[config.mk]
export PLATFORM = sky130hd
export DESIGN_NAME = fetch_queue
export DESIGN_NICKNAME = d
export VERILOG_FILES = /design/src/rtl/fetch_queue_pkg.sv /design/src/rtl/fetch_queue_instr_fifo.sv /design/src/rtl/fetch_queue.sv
export SDC_FILE = /design/constraint.sdc
export NUM_CORES = 1
export LEC_CHECK = 0
export CAP_MARGIN = 20
export CORE_MARGIN = 2
export CORE_UTILIZATION = 51
export DETAILED_ROUTE_END_ITERATION = 7
export HOLD_SLACK_MARGIN = 0.08
export PLACE_DENSITY = 0.81
export REMOVE_ABC_BUFFERS = 1
export SLEW_MARGIN = 20
export SYNTH_ARGS = -nofsm -noshare
export SYNTH_HDL_FRONTEND = slang
export SYNTH_SLANG_ARGS = --single-unit
export TNS_END_PERCENT = 50
[constraint.sdc]
create_clock -name clk -period 3.4 [get_ports clk]
set_input_delay 0.34 -clock clk [delete_from_list [all_inputs] [get_ports clk]]
set_output_delay 0.34 -clock clk [all_outputs]
set_load 0.005 [all_outputs]
[src/rtl/fetch_queue_pkg.sv]
// Shared constants for the instruction prefetch queue.
package fetch_queue_pkg;

    localparam int unsigned WORD_W        = 32;
    localparam int unsigned DEPTH_DEFAULT = 4;

    // addi x0, x0, 0 -- presented to decode whenever no entry is valid
    localparam logic [WORD_W-1:0] NOP_INSTR        = 32'h0000_0013;
    localparam logic [WORD_W-1:0] RESET_PC_DEFAULT = 32'h0000_0000;

endpackage : fetch_queue_pkg

[src/rtl/fetch_queue_instr_fifo.sv]
// Synchronous FIFO with flush; head is read straight from storage.
module instr_fifo
    import fetch_queue_pkg::*;
#(
    parameter int unsigned WIDTH = 2 * WORD_W,
    parameter int unsigned DEPTH = DEPTH_DEFAULT
) (
    input  logic                       clk,
    input  logic                       reset,
    input  logic                       push,
    input  logic [WIDTH-1:0]           pushData,
    input  logic                       pop,
    input  logic                       flush,
    output logic [WIDTH-1:0]           headData,
    output logic [$clog2(DEPTH+1)-1:0] count
);

    localparam int unsigned PTR_W = $clog2(DEPTH);
    localparam int unsigned CNT_W = $clog2(DEPTH + 1);

    logic [WIDTH-1:0] mem [DEPTH];
    logic [PTR_W-1:0] wrPtr;
    logic [PTR_W-1:0] rdPtr;
    logic             doPush;
    logic             doPop;

    // Pop on empty is ignored; a push into a full FIFO only lands alongside a pop.
    assign doPop  = pop && (count != '0);
    assign doPush = push && ((count != CNT_W'(DEPTH)) || doPop);

    assign headData = mem[rdPtr];

    // Pointer and occupancy tracking; pointers wrap naturally at DEPTH.
    always_ff @(posedge clk or negedge reset) begin
        if (!reset) begin
            wrPtr <= '0;
            rdPtr <= '0;
            count <= '0;
        end else if (flush) begin
            wrPtr <= '0;
            rdPtr <= '0;
            count <= '0;
        end else begin
            if (doPush) wrPtr <= wrPtr + PTR_W'(1);
            if (doPop)  rdPtr <= rdPtr + PTR_W'(1);
            if (doPush && !doPop)      count <= count + CNT_W'(1);
            else if (doPop && !doPush) count <= count - CNT_W'(1);
        end
    end

    // Entry storage; contents are don't-care until written.
    always_ff @(posedge clk) begin
        if (doPush && !flush) mem[wrPtr] <= pushData;
    end

endmodule : instr_fifo

[src/rtl/fetch_queue.sv]
// Instruction prefetch queue: sequential fetch, in-order response buffering, redirect flush.
module fetch_queue
    import fetch_queue_pkg::*;
#(
    parameter int unsigned     WORD     = WORD_W,
    parameter int unsigned     DEPTH    = DEPTH_DEFAULT,
    parameter logic [WORD-1:0] RESET_PC = WORD'(RESET_PC_DEFAULT)
) (
    input  logic            clk,
    input  logic            reset,
    output logic            imemReqValid,
    output logic [WORD-1:0] imemReqAddr,
    input  logic            imemReqReady,
    input  logic            imemRespValid,
    input  logic [WORD-1:0] imemRespData,
    input  logic            redirect,
    input  logic [WORD-1:0] redirectPC,
    output logic            instrValidD,
    output logic [WORD-1:0] pcD,
    output logic [WORD-1:0] instrD,
    input  logic            decodeReady
);

    localparam int unsigned CNT_W = $clog2(DEPTH + 1);

    logic [WORD-1:0]   pc;
    logic [CNT_W-1:0]  count;
    logic [CNT_W-1:0]  addrCount;
    logic [CNT_W-1:0]  inflight;
    logic [CNT_W-1:0]  dropCnt;
    logic [CNT_W:0]    occupancy;
    logic [WORD-1:0]   addrHead;
    logic [2*WORD-1:0] entryHead;
    logic              fire;
    logic              respKeep;
    logic              popHead;
    logic              unusedRedirectLsbs;

    assign unusedRedirectLsbs = ^redirectPC[1:0];

    // Credit: buffered plus outstanding never exceeds DEPTH, so the FIFO cannot overflow.
    assign occupancy    = {1'b0, count} + {1'b0, inflight};
    assign imemReqValid = !redirect && (occupancy < (CNT_W + 1)'(DEPTH));
    assign imemReqAddr  = pc;
    assign fire         = imemReqValid && imemReqReady;

    // A response is kept only when nothing is pending drop and no redirect is flushing.
    assign respKeep = imemRespValid && (dropCnt == '0) && !redirect && (addrCount != '0);

    // Head presentation; redirect hides the head and blocks the pop.
    assign instrValidD = !redirect && (count != '0);
    assign popHead     = instrValidD && decodeReady;
    assign pcD         = instrValidD ? entryHead[2*WORD-1:WORD] : '0;
    assign instrD      = instrValidD ? entryHead[WORD-1:0] : WORD'(NOP_INSTR);

    // Fetch PC: redirect reloads word-aligned target, an accepted request advances by 4.
    always_ff @(posedge clk or negedge reset) begin
        if (!reset) begin
            pc <= RESET_PC;
        end else if (redirect) begin
            pc <= {redirectPC[WORD-1:2], 2'b00};
        end else if (fire) begin
            pc <= pc + WORD'(4);
        end
    end

    // Outstanding and drop counters; on redirect every still-outstanding response is marked for drop.
    always_ff @(posedge clk or negedge reset) begin
        if (!reset) begin
            inflight <= '0;
            dropCnt  <= '0;
        end else if (redirect) begin
            inflight <= inflight - CNT_W'(imemRespValid);
            dropCnt  <= inflight - CNT_W'(imemRespValid);
        end else begin
            inflight <= inflight + CNT_W'(fire) - CNT_W'(imemRespValid);
            if (imemRespValid && (dropCnt != '0)) dropCnt <= dropCnt - CNT_W'(1);
        end
    end

    // Address of each live request, consumed by its response.
    instr_fifo #(
        .WIDTH (WORD),
        .DEPTH (DEPTH)
    ) u_addrFifo (
        .clk      (clk),
        .reset    (reset),
        .push     (fire),
        .pushData (pc),
        .pop      (respKeep),
        .flush    (redirect),
        .headData (addrHead),
        .count    (addrCount)
    );

    // Decode-facing {pc, instr} buffer.
    instr_fifo #(
        .WIDTH (2 * WORD),
        .DEPTH (DEPTH)
    ) u_instrFifo (
        .clk      (clk),
        .reset    (reset),
        .push     (respKeep),
        .pushData ({addrHead, imemRespData}),
        .pop      (popHead),
        .flush    (redirect),
        .headData (entryHead),
        .count    (count)
    );

endmodule : fetch_queue

==> metrics <==
RSZ-0062 raised after global routing no; CP Class reg2out; GR Util All Layers 20.2%; Synth Area in Simple Gates 7.71%; Yosys cell types 56; Total Neg Setup Slack 0 ns; clk_lat worst skew 0.54 ns; sequential power share 48.7%; Avg Cell Area, Syn 18.0 sq um; CTS tree built; clk_skew 0.0212 ns; num ports 168; Synth area leaders edfxtp_1, mux4_2, dfrtp_1; Yosys reg bits 418; Peak supply drop 0.000342 V; final wirelength 35.4 mm; Crit path required time 3.06 ns; diode count 0; Async S/R FF share, synth 12.0%; final net count 1225; Final ANT Viol Nets 0; worst path cell trace buf_4 -> mux4_2 -> and2_1 -> clkdlybuf4s50_1; Hold Path Class in2reg; die area 0.0348 sq mm; largest family of logic cells by synthesized area multiplexers; biggest area consumer among synthesized cells edfxtp_1; initial antenna violation count 0; post-layout util 63.4%; Port Buf Inserts 161; Final Setup Violations 0; Post-synth top cells edfxtp_1, mux4_2, and2_1, dfrtp_1, nand2_1; fin crit share 92.2%; Fmax 319 MHz; complex-gate fraction of the synthesized area 3.15%; Final Hold Fails 0; Critical Path Sink Type primary output; cell area after layout 0.0207 sq mm; post-synthesis adder-cell area fraction 1.61%; Reg clk slew, reported paths 0.06 ns; Net Sw Power 3.10 mW; die width 186 microns; WP data arrival 2.80 ns; Worst-Margin Slew 1.06 ns; slew margin rel. 29.2%; clock buffer count from CTS 42; clock sink count 418; Layout area overhead 22.2%; fraction of layout cells with a size suffix above 1 17.2%; Cell Pwr Density 617 mW/mm^2; Critical Path Start Type flip-flop; slowest cell delay on critical path 0.78 ns; Synth Cell Area 0.0170 sq mm; Gate power share 15.9%; number of global-route vias before repair 9339; Post-synth EDFFs 368; most frequent cell after synthesis edfxtp_1; Die H 186 microns; Main synth FF type edfxtp_1; root buffer cell clkbuf_16; CP Max Fanout 24; Vias/cell 5.73; routability cong. 0.795; Pint 9.71 mW; mux cell area share after synthesis 12.5%; Synth Area in XOR/XNOR 0.722%; Worst path slowest cell dfrtp_4; Final Slew Violations 0; Post-DP Area 0.0194 sq mm; first-pass GRT wire length 54.1 mm; CTS-repair resized insts 0; largest net degree at the start of global routing 64; 1st-iter DRT viols 872; switching share of power 24.2%; DRT Pass-1 Iters 7; initial core utilization 51.9%; Gate Count Post-Synth 941; DR vias 9221; DRC Markers 0; DR WL/cell 22.0 microns; sequential area share after synthesis 72.5%; clock share of power 35.4%; fin crit period 3.14 ns; H-tree levels 2; post-CTS setup buffers 0; Yosys warning total 0; status finished, final reports clean; total core area 0.0327 sq mm; Synth top area share 65.1%; max-cap violations 0; post-DP HPWL 22.0 mm; Std-Cell Rows 66; Max clock buf depth 3; total grt overflow 0; leakage 6.85 nW; # hold bufs at CTS 1
[routing by layer]
metal / global-route usage (%) / vias up / part of all wire (%)
met5: 0 / - / 0
li1: - / 4115 / -
met3: 3.25 / 52 / 5.2
met1: 26.8 / 4731 / 41
met4: 5.71 / 0 / 2.2
met2: 35.1 / 323 / 52
[per-stage QoR]
stage | cells | worst slack [ns] | total power [mW] | hold WS [ns]
detailed placement | 1532 | 0.420 | 8.40 | 0.502
finish | 1609 | 0.265 | 12.8 | 0.170
CTS | 1609 | 0.182 | 12.9 | 0.140
global placement | 1532 | 0.526 | 8.31 | 0.505
global route | 1609 | 0.0828 | 13.3 | 0.179
floorplan | 893 | -0.434 | 7.35 | 0.0444
[flip-flops by register name, indices dropped and copies added, names as in the netlist]
name               flops
u_addrFifo.mem       120
inflight               3
u_instrFifo.rdPtr      2
u_instrFifo.wrPtr      2
imemReqAddr           30
u_instrFifo.mem      248
dropCnt                3
u_addrFifo.count       3
u_addrFifo.wrPtr       2
u_addrFifo.rdPtr       2
u_instrFifo.count      3
[logic make-up (layout without fill, tap and decap cells)]
kind of cell	count (synthesis)	after routing
multiplexers	97	97
XOR/XNOR	14	14
buffers and inverters	73	296
AND/OR/NAND/NOR	239	239
flip-flops	418	418
other	1	4
AO/OA/AOI/OAI	79	79
adder cells (fa/ha/maj)	20	20
[cell type report]
cell class,count,area (sq um)
fill,2303,12000
tap,442,553
inverter,22,82.6
timing repair buffer,198,2060
clock buffer,50,1100
clock inverter,26,251
sequential,418,12300
multi-input combinational,453,4390
[worst max-delay path: cells and delay by family (launching register included)]
| family | cells | cell delay, ns |
|---|---|---|
| flops | 1 | 0.78 |
| buf+inv | 2 | 0.78 |
| mux | 1 | 0.51 |
| simple gates | 1 | 0.18 |
[path summary, 6_finish.rpt]
path | start | end | slack [ns] | cells after the start
max | u_instrFifo.rdPtr[0] | instrD[13] | 0.26 | 4
min | redirect | u_instrFifo.count[1] | 0.17 | 2
max reg2reg | u_instrFifo.count[2] | u_addrFifo.count[1] | 0.34 | 11
min reg2reg | inflight[2] | inflight[2] | 0.55 | 1
max in group asynchronous | reset | imemReqAddr[3] | 2.18 | 3
min in group asynchronous | reset | inflight[0] | 0.47 | 2
[power groups by stage]
stage | Combinational [mW] | Sequential, mW | Clock (mW)
2_1_floorplan | 1.06 | 6.29 | 0
3_3_place_gp | 2.01 | 6.30 | 0
3_5_place_dp | 2.06 | 6.33 | 0
4_1_cts | 2.07 | 6.23 | 4.64
5_1_grt | 2.23 | 6.27 | 4.83
6_report | 2.04 | 6.23 | 4.54
[cell usage in the layout, fill, tap and decap left out, types with 10 or more instances in the layout]
master / Yosys / layout
nand3_1: 25 / 25
buf_12: 0 / 14
or3_1: 10 / 10
dfrtp_1: 50 / 47
ha_1: 17 / 17
nor3_1: 10 / 10
nand4_1: 12 / 12
inv_1: 21 / 21
and2_1: 68 / 64
nor2_1: 31 / 30
buf_4: 5 / 22
clkbuf_16: 0 / 43
edfxtp_1: 368 / 368
mux4_2: 92 / 92
clkinv_1: 0 / 11
nand2_1: 42 / 42
o21ai_0: 23 / 23
clkdlybuf4s50_1: 0 / 159
a21oi_1: 15 / 15
Note: power is estimated with default switching activity, not from simulation.
